--- src/rtl/sort_stream_controller.sv ---
// Stream front end for an insertion sorter: loads one frame into the sorter,
// then drains it in ascending order with valid/ready handshakes on both sides.
module sort_stream_controller #(
   parameter int DATA_WIDTH = 8,
   parameter int SIZE       = 3
) (
   input  logic                  clk,
   input  logic                  reset,
   input  logic                  in_valid,
   input  logic [DATA_WIDTH-1:0] in_data,
   input  logic                  in_last,
   output logic                  in_ready,
   output logic                  out_valid,
   output logic [DATA_WIDTH-1:0] out_data,
   output logic                  out_last,
   input  logic                  out_ready,
   output logic                  sorter_clear,
   output logic                  sorter_enable,
   output logic                  sorter_write,
   output logic [DATA_WIDTH-1:0] sorter_unsorted_data,
   input  logic [DATA_WIDTH-1:0] sorter_sorted_data,
   output logic                  truncated
);

   localparam int CW = $clog2(SIZE + 1);
   localparam logic [CW-1:0] SIZE_C = CW'(SIZE);
   localparam logic [CW-1:0] ONE_C  = CW'(1);

   typedef enum logic [1:0] {S_CLEAR, S_LOAD, S_DRAIN} state_t;

   state_t        state, state_nxt;
   logic [CW-1:0] load_cnt, load_nxt;
   logic [CW-1:0] drain_cnt, drain_nxt;
   logic          accept, pop, full_next;

   always_ff @(posedge clk or posedge reset) begin
      if (reset) begin
         state     <= S_CLEAR;
         load_cnt  <= '0;
         drain_cnt <= '0;
      end else begin
         state     <= state_nxt;
         load_cnt  <= load_nxt;
         drain_cnt <= drain_nxt;
      end
   end

   always_comb begin
      state_nxt = state;
      load_nxt  = load_cnt;
      drain_nxt = drain_cnt;
      in_ready  = (state == S_LOAD);
      accept    = in_valid && in_ready;
      out_valid = (state == S_DRAIN) && (drain_cnt != '0);
      pop       = out_valid && out_ready;
      out_last  = out_valid && (drain_cnt == ONE_C);
      // this accept fills the sorter to capacity
      full_next = (load_cnt + ONE_C) == SIZE_C;
      truncated = accept && full_next && !in_last;
      unique case (state)
         S_CLEAR: begin
            load_nxt  = '0;
            drain_nxt = '0;
            state_nxt = S_LOAD;
         end
         S_LOAD: begin
            if (accept) begin
               load_nxt = load_cnt + ONE_C;
               if (in_last || full_next) begin
                  drain_nxt = load_cnt + ONE_C;
                  state_nxt = S_DRAIN;
               end
            end
         end
         S_DRAIN: begin
            if (pop) begin
               drain_nxt = drain_cnt - ONE_C;
               if (drain_cnt == ONE_C) state_nxt = S_CLEAR;
            end else if (drain_cnt == '0) begin
               // unreachable with legal frames; recovers instead of hanging
               state_nxt = S_CLEAR;
            end
         end
         default: state_nxt = S_CLEAR;
      endcase
   end

   assign sorter_clear         = (state == S_CLEAR);
   assign sorter_write         = (state == S_LOAD);
   assign sorter_unsorted_data = in_data;
   assign sorter_enable        = accept || pop;
   assign out_data             = sorter_sorted_data;

endmodule

--- config.mk ---
export PLATFORM = sky130hd
export DESIGN_NAME = sort_stream_controller
export DESIGN_NICKNAME = d
export VERILOG_FILES = /design/src/rtl/sort_stream_controller.sv
export SDC_FILE = /design/constraint.sdc
export NUM_CORES = 1
export LEC_CHECK = 0
export ABC_AREA = 0
export CAP_MARGIN = 20
export CORE_MARGIN = 1
export CORE_UTILIZATION = 33
export CTS_CLUSTER_DIAMETER = 40
export DETAILED_ROUTE_END_ITERATION = 16
export MAX_ROUTING_LAYER = met4
export PLACE_DENSITY = 0.84
export SLEW_MARGIN = 20
export SYNTH_ARGS = -nofsm -noshare
export SYNTH_HDL_FRONTEND = slang
export SYNTH_SLANG_ARGS = --single-unit
--- constraint.sdc ---
create_clock -name clk -period 1.9 [get_ports clk]
set_input_delay 0.475 -clock clk [delete_from_list [all_inputs] [get_ports clk]]
set_output_delay 0.475 -clock clk [all_outputs]
set_load 0.01 [all_outputs]
**Word-level counts from Yosys, hierarchy flattened**

Index checks and enable logic that the tools add are counted.

- Shift-type cells: 0
- Reduce and logical (&&, ||, !) cells: 17
- Eq/ne operators: 9
- Bitwise gates (word level): 0
- $mul: 0
- Divide/modulo/power cells: 0
- Add/sub/neg operators: 2
- Magnitude comparators: 0
- Muxes and demuxes: 12

Operator list:

| cell | number |
|---|---|
| $mux 2 | 9 |
| $pmux 2 s3 | 2 |
| $reduce_and 4->1 | 2 |
| $logic_and 1x1->1 | 6 |
| $ne 3x2->1 const B | 2 |
| $eq 2x1->1 const B | 2 |
| $eq 2x2->1 const B | 2 |
| $logic_not 2->1 | 2 |
| $ne 2x1->1 const B | 2 |
| $pmux 2 s2 | 1 |
| $reduce_bool 2->1 | 2 |
| $reduce_bool 3->1 | 1 |
| $add 2x1->2 const B | 1 |
| $logic_or 1x1->1 | 2 |
| $ne 2x2->1 const B | 1 |
| $reduce_and 2->1 | 1 |
| $sub 2x1->2 const B | 1 |
| $logic_not 1->1 | 1 |

- Input bits: 21
- Flip-flop bits (word level): 6
- Word-level logic and storage cells: 43
- ROM bits: 0
- Memories: 0
- Bits in latches: 0
- Memory bits (writable): 0

**Logic depth before layout (Yosys ltp)**

Gate-level depths: netlist of run 1.

- Depth in word-level cells: 6
- Mapped depth: 6
- Gate-level depth less buffers: 5

**Worst setup path before layout of run 1**

OpenSTA, ideal clock, no wires.

- Path type: register to output
- Start point: reg state[1]
- End point: out truncated
- Cell stages (with the launch flop): 6
- Slack: 177 ps
- Arrival: 1248 ps
- Buffers on the path: 1
- Data required time: 1425 ps
- Path through: dfrtp_1 > inv_1 > ha_1 > buf_4 > nand2_1 > nor3b_1

- Word-level cells in the longest chain between the ends: 4

Ends and longest elaborated chain:

| what | line | RTL |
|---|---|---|
| start: declaration | 31 | `state_t state, state_nxt;` |
| start signal: assignment | 42 | `state <= state_nxt;` |
| $eq 2x1->1 | 52 | `in_ready = (state == S_LOAD);` |
| via in_ready | 12 | `output logic in_ready,` |
| $logic_and 1x1->1 | 53 | `accept = in_valid && in_ready;` |
| $logic_and 1x1->1 (2 in series) | 59 | `truncated = accept && full_next && !in_last;` |
| end: declaration | 22 | `output logic truncated` |

The timed path passes the listed nets, and every way through them passes these cells.

**Worst setup path in the final report of run 1**

- Start point: in in_valid
- End point: out truncated

- Word-level cells in the longest chain between the ends: 3

Ends and longest elaborated chain:

| what | line | RTL |
|---|---|---|
| start: declaration | 9 | `input logic in_valid,` |
| $logic_and 1x1->1 | 53 |  |
| $logic_and 1x1->1 (2 in series) | 59 |  |

No other way between the ends.

==> flow_metrics.env, run 1 <==
export IMPL_outcome="complete, no violations"
export IMPL_ys_seq_elements=6
export IMPL_ant_nets=0
export IMPL_num_vias=445
export IMPL_place_ws_ns=-0.4315
export IMPL_multi_input_area_um2=316.6
export IMPL_min_path_type="primary input to async pin"
export IMPL_final_common_cell="buf_4"
export IMPL_cts_root_buf="clkbuf_4"
export IMPL_diodes=0
export IMPL_die_w_um=44.62
export IMPL_syn_area_um2=599.3
export IMPL_critPathSlowestCell="clkdlybuf4s50_1"
export IMPL_drc=0
export IMPL_finalHoldViolations=0
export IMPL_cts_sink_count=6
export IMPL_place_congestion=0.8826
export IMPL_drv_slew=0
export IMPL_vias_per_cell=4.495
export IMPL_postSynthCellCount=63
export IMPL_timing_final_crit_period_ns=1.850
export IMPL_nFillCells=159
export IMPL_r2r_cells=7
export IMPL_routed_wl_um=1294
export IMPL_setup_ws_ns=0.04981
export IMPL_h_tree_depth=1
export IMPL_leakage_nw=0.3707
export IMPL_drive_gt1_share_pct=48.65
export IMPL_path_buf_inv=2
export IMPL_critPathTopFamily="buffers and inverters"
export IMPL_critical_path_max_stage_delay_ns=0.50
export IMPL_p_per_area_nw_per_um2=1424
export IMPL_internal_power_mw=0.6621
export IMPL_whs_ns=0.4636
export IMPL_syn_num_nets=90
export IMPL_max_cap_violations=0
export IMPL_gr_usage_all_layers_pct=15.09
export IMPL_period_share_pct=97.38
export IMPL_area_growth_pct=25.68
export IMPL_arrival_ns=1.38
export IMPL_ys_types=20
export IMPL_required_ns=1.42
export IMPL_power_switching_mw=0.4108
export IMPL_cts_tree="built"
export IMPL_die_area_um2=1991
export IMPL_die_h_um=44.62
export IMPL_grt_pass1_vias=499
export IMPL_drtPass1Iterations=2
export IMPL_rr_endpoint="state[0]$_DFFE_PP0P_"
export IMPL_relSlewSlack_pct=83.16
export IMPL_clkTransAtPathRegs_ns=0.04
export IMPL_worstPathCellList="clkdlybuf4s50_1 > nand2_2 > nor3b_2 > buf_2"
export IMPL_crit_type="primary input to primary output"
export IMPL_core_um2=1708
export IMPL_timing_rr_start="state[0]$_DFFE_PP0P_"
export IMPL_setup_viol=0
export IMPL_fp_row_count=15
export IMPL_clockBufferDepth=2
export IMPL_max_slew_worst_pin_slew_ns=0.2526
export IMPL_io_buffers=11
export IMPL_reg2reg_slack_ns=0.21
export IMPL_antenna_found_initial=0
export IMPL_pwr_share_seq_pct=19.8
export IMPL_fin_worst_skew_ns=0.0001872
export IMPL_overflow=0
export IMPL_yosysSeqAreaShare_pct=25.05
export IMPL_synth_avg_cell_area_um2=9.513
export IMPL_worstSetupStartpointType="primary input"
export IMPL_hpwlAfterDp_um=973.2
export IMPL_wl_per_cell_um=13.07
export IMPL_yosysWarnings=0
export IMPL_ff_latch_area_um2=150.1
export IMPL_fin_nets=103
export IMPL_grt_pass1_wl_um=2001
export IMPL_cts_buffers=3
export IMPL_crit_path_end_kind="primary output"
export IMPL_p_comb_share_pct=69.6
export IMPL_io_pins=44
export IMPL_p_clk_share_pct=10.6
export IMPL_drtIter0Drc=9
export IMPL_insertion_delay_ns=0.24
export IMPL_grt_max_degree=12
export IMPL_fmax_mhz=540.5
export IMPL_ir_drop_uv=786.2
export IMPL_power_switching_share_pct=38.29
export IMPL_initial_core_util_pct=35.09
export IMPL_cp_max_fo=2
export IMPL_final_cell_mix="14 x buf_4, 6 x dfrtp_1, 4 x o21ai_0, 4 x nor2b_1, 4 x clkdlybuf4s50_1"
## worst max-delay path by stage
stage	start	end	cells after the start
floorplan	state[1]$_DFFE_PP0P_	truncated	5
global placement	in_valid	truncated	4
detailed placement	in_valid	truncated	4
CTS	state[0]$_DFFE_PP0P_	in_ready	4
global route	in_valid	truncated	4
finish	in_valid	truncated	4
## flip-flops by register name, indices dropped and copies added (netlist names)
register / cells
drain_cnt: 2
load_cnt: 2
state: 2
## synth_stat cells (all sizes together)
cell,count,area share (%)
xor2,1,1.5
inv,6,3.8
mux2,2,5.0
nand2,3,1.9
nand3b,1,1.3
and2b,2,2.9
and2,1,1.0
buf,18,23
nor3b,1,1.3
nor2b,4,4.2
o21ai,5,4.8
a22o,1,1.5
dfrtp,6,25
o21bai,1,1.3
mux2i,2,3.3
nor2,1,0.63
ha,6,13
a22oi,2,5.6
## power by group through the flow
| stage | sequential, mW | combinational, mW | clock, mW |
|---|---|---|---|
| floorplan | 0.208 | 0.474 | 0 |
| global placement | 0.208 | 0.664 | 0 |
| detailed placement | 0.210 | 0.692 | 0 |
| CTS | 0.211 | 0.706 | 0.119 |
| global route | 0.219 | 0.812 | 0.133 |
| finish | 0.213 | 0.747 | 0.113 |
## cell families (layout without fill, tap and decap cells)
kind of cell / count (synthesis) / in the layout / share of synthesized area [%]
AOI/OAI and AO/OA: 9 / 9 / 13.15
adders and majority gates: 6 / 6 / 12.53
DFF: 6 / 6 / 25.05
and+or+nand+nor: 13 / 13 / 13.15
xor gates and xnor gates: 1 / 1 / 1.462
muxes: 4 / 4 / 8.351
buffers and inverters: 24 / 35 / 26.30
## stage by stage
step | cells | TNS [ns] | power [mW] | cell area (um^2) | utilization (%)
after global routing | 99 | -0.01333 | 1.165 | 753.2 | 44.10
after floorplan | 63 | 0 | 0.6818 | 599.3 | -
after detailed placement | 93 | -0.8374 | 0.9026 | 695.7 | 40.73
final | 99 | 0 | 1.073 | 753.2 | 44.10
after CTS | 97 | 0 | 1.036 | 721.9 | 42.27
after global placement | 93 | -0.6507 | 0.8718 | 695.7 | 40.73
## layout make-up
| type | count | share of cell area, % |
|---|---|---|
| clock buffers | 3 | 2.990 |
| inverters | 6 | 2.990 |
| multi-input cells | 33 | 42.03 |
| flip-flops and latches | 6 | 19.93 |
| well taps | 25 | 4.153 |
| repair buffers | 26 | 27.91 |
## routing by layer
| layer | up-vias | wire length, um | GRT usage [%] |
|---|---|---|---|
| met4 | 0 | 72 | 10.30 |
| li1 | 210 | - | - |
| met5 | - | 0 | - |
| met2 | 13 | 682 | 24.12 |
| met3 | 8 | 80 | 8.163 |
| met1 | 214 | 459 | 13.65 |
## what timing repair did
action | in CTS | in global routing
pin swaps | 1 | 0
setup endpoints to repair | 7 | 6
hold buffers | 0 | 0
gates cloned | 0 | 0
gates resized for setup | 24 | 6
buffers inserted | 1 | 2
(Power assumes the default switching activity.)
==> run 2: changes to the inputs <==
--- a/config.mk
+++ b/config.mk
@@ -11,6 +11,7 @@
 export CORE_UTILIZATION = 33
 export CTS_CLUSTER_DIAMETER = 40
 export DETAILED_ROUTE_END_ITERATION = 16
+export GPL_TIMING_DRIVEN = 0
 export MAX_ROUTING_LAYER = met4
 export PLACE_DENSITY = 0.84
 export SLEW_MARGIN = 20
==> run 2 against run 1 <==
  * Global-route usage is 0.89 points lower
  * Utilization is 16 points higher
  * Final cell count is 28% higher
  * Hold slack worse by 0.0080 ns
  * First-iteration DRC count is 78% lower
  * Maximum frequency is 0.29% lower
  * Sequential cell count stayed put
  * Critical path type is now flip-flop to primary output
  * Largest power group unchanged
==> flow_metrics.env, run 2 (same netlist as run 1, synthesis figures left out) <==
export IMPL_outcome="complete, no violations"
export IMPL_diodes=0
export IMPL_arrival_ns=1.38
export IMPL_num_vias=526
export IMPL_period_share_pct=97.66
export IMPL_place_congestion=0.8758
export IMPL_die_area_um2=1991
export IMPL_crit_type="flip-flop to primary output"
export IMPL_cts_root_buf="clkbuf_4"
export IMPL_p_per_area_nw_per_um2=1154
export IMPL_hpwlAfterDp_um=989.1
export IMPL_cp_max_fo=4
export IMPL_multi_input_area_um2=324.1
export IMPL_relSlewSlack_pct=84.84
export IMPL_power_switching_mw=0.4368
export IMPL_ff_latch_area_um2=151.4
export IMPL_internal_power_mw=0.7468
export IMPL_cts_tree="built"
export IMPL_fmax_mhz=538.9
export IMPL_clkTransAtPathRegs_ns=0.04
export IMPL_overflow=0
export IMPL_utilization_pct=60.07
export IMPL_grt_pass1_vias=490
export IMPL_crit_path_end_kind="primary output"
export IMPL_drtPass1Iterations=4
export IMPL_p_clk_share_pct=9.8
export IMPL_max_cap_violations=0
export IMPL_io_buffers=27
export IMPL_grt_pass1_wl_um=1973
export IMPL_die_h_um=44.62
export IMPL_ir_drop_uv=524.9
export IMPL_ant_nets=0
export IMPL_drive_gt1_share_pct=46.08
export IMPL_insertion_delay_ns=0.24
export IMPL_timing_final_crit_period_ns=1.856
export IMPL_required_ns=1.42
export IMPL_setup_viol=0
export IMPL_routed_wl_um=1319
export IMPL_h_tree_depth=1
export IMPL_final_common_cell="buf_4"
export IMPL_power_total_mw=1.184
export IMPL_finalHoldViolations=0
export IMPL_largest_registers="drain_cnt (2), load_cnt (2), state (2)"
export IMPL_fin_worst_skew_ns=0.0009083
export IMPL_pwr_share_seq_pct=19.1
export IMPL_io_pins=44
export IMPL_cts_sink_count=6
export IMPL_leakage_nw=0.5103
export IMPL_p_comb_share_pct=71.1
export IMPL_final_cell_mix="25 x buf_4, 19 x clkdlybuf4s50_1, 5 x dfrtp_1"
export IMPL_vias_per_cell=4.142
export IMPL_wl_per_cell_um=10.39
export IMPL_drc=0
export IMPL_worstSetupStartpointType="flip-flop"
export IMPL_initial_core_util_pct=35.09
export IMPL_antenna_found_initial=0
export IMPL_drv_slew=0
export IMPL_gr_usage_all_layers_pct=14.20
export IMPL_fin_nets=131
export IMPL_max_slew_worst_pin_slew_ns=0.2250
export IMPL_fp_row_count=15
export IMPL_reg2reg_slack_ns=0.30
export IMPL_cts_buffers=3
export IMPL_grt_max_degree=11
export IMPL_clockBufferDepth=2
export IMPL_drtIter0Drc=2
export IMPL_power_switching_share_pct=36.90
export IMPL_nFillCells=138
export IMPL_min_path_type="primary input to async pin"
export IMPL_die_w_um=44.62
export IMPL_area_growth_pct=71.19
export IMPL_core_um2=1708
-- run 2: cell types whose count changed in the layout (fill, tap and decap cells not counted), sizes merged --
| cell | previous run | this run |
|---|---|---|
| buf | 18 | 29 |
| clkdlybuf4s15 | 3 | 2 |
| dlygate4sd2 | 1 | 3 |
| clkdlybuf4s50 | 4 | 19 |
| dlymetal6s2s | 0 | 1 |
-- run 2: worst max-delay path, stage by stage, from the launching register on --
cell	delay (ns)
dfrtp_1	0.40
buf_6	0.13
ha_4	0.16
and2b_2	0.20
and2_1	0.13
buf_2	0.13
-- run 2: path summary, 6_finish.rpt --
check | to | cells after the start | startpoint
worst max-delay path | out_last | 5 | state[1]$_DFFE_PP0P_
worst min-delay path | load_cnt[1]$_DFFE_PP0P_ | 2 | reset
worst max register to register | state[1]$_DFFE_PP0P_ | 6 | state[1]$_DFFE_PP0P_
worst min register to register | load_cnt[1]$_DFFE_PP0P_ | 2 | load_cnt[1]$_DFFE_PP0P_
max in group asynchronous | state[0]$_DFFE_PP0P_ | 2 | reset
min in group clk | load_cnt[1]$_DFFE_PP0P_ | 2 | load_cnt[1]$_DFFE_PP0P_
-- run 2: per-stage QoR --
step	TNS [ns]	hold WS, ns	worst slack [ns]	instances	area (um^2)
after global routing	-0.01743	0.4781	-0.01434	127	1026
after floorplan	0	0.2660	0.1775	63	599.3
final	0	0.4556	0.04441	127	1026
after CTS	0	0.4553	0.006619	122	974.7
after global placement	-0.8433	0.5020	-0.4438	115	900.9
after detailed placement	-0.9291	0.5162	-0.4909	115	900.9
-- run 2: per-layer routing --
layer / part of all wire (%) / global-route usage (%) / vias to the layer above / wire length (um)
met2: 53 / 25.88 / 27 / 695
met3: 7.5 / 6.122 / 0 / 99
li1: - / - / 266 / -
met1: 40 / 14.32 / 233 / 525
met5: 0 / - / - / 0
met4: 0 / 1.818 / 0 / 0
-- run 2: power by group through the flow --
stage	registers [mW]	clock network (mW)	logic, mW
floorplan	0.208	0	0.474
global placement	0.215	0	0.651
detailed placement	0.220	0	0.669
CTS	0.222	0.122	0.736
global route	0.233	0.131	0.910
finish	0.226	0.116	0.842
-- run 2: what timing repair did --
action / 4_1_cts / 5_1_grt
pin swaps: 0 / 3
resized for setup: 24 / 5
hold buffers: 0 / 0
endpoints found under the setup margin: 7 / 4
setup buffers: 4 / 5
-- run 2: layout make-up --
type / instances / share of cell area [%]
Tap cell: 25 / 3.049
Inverter: 6 / 2.195
Buffer: 18 / 13.90
Timing Repair Buffer: 36 / 32.32
Clock buffer: 3 / 2.195
Multi-Input combinational cell: 33 / 31.59
Sequential cell: 6 / 14.76
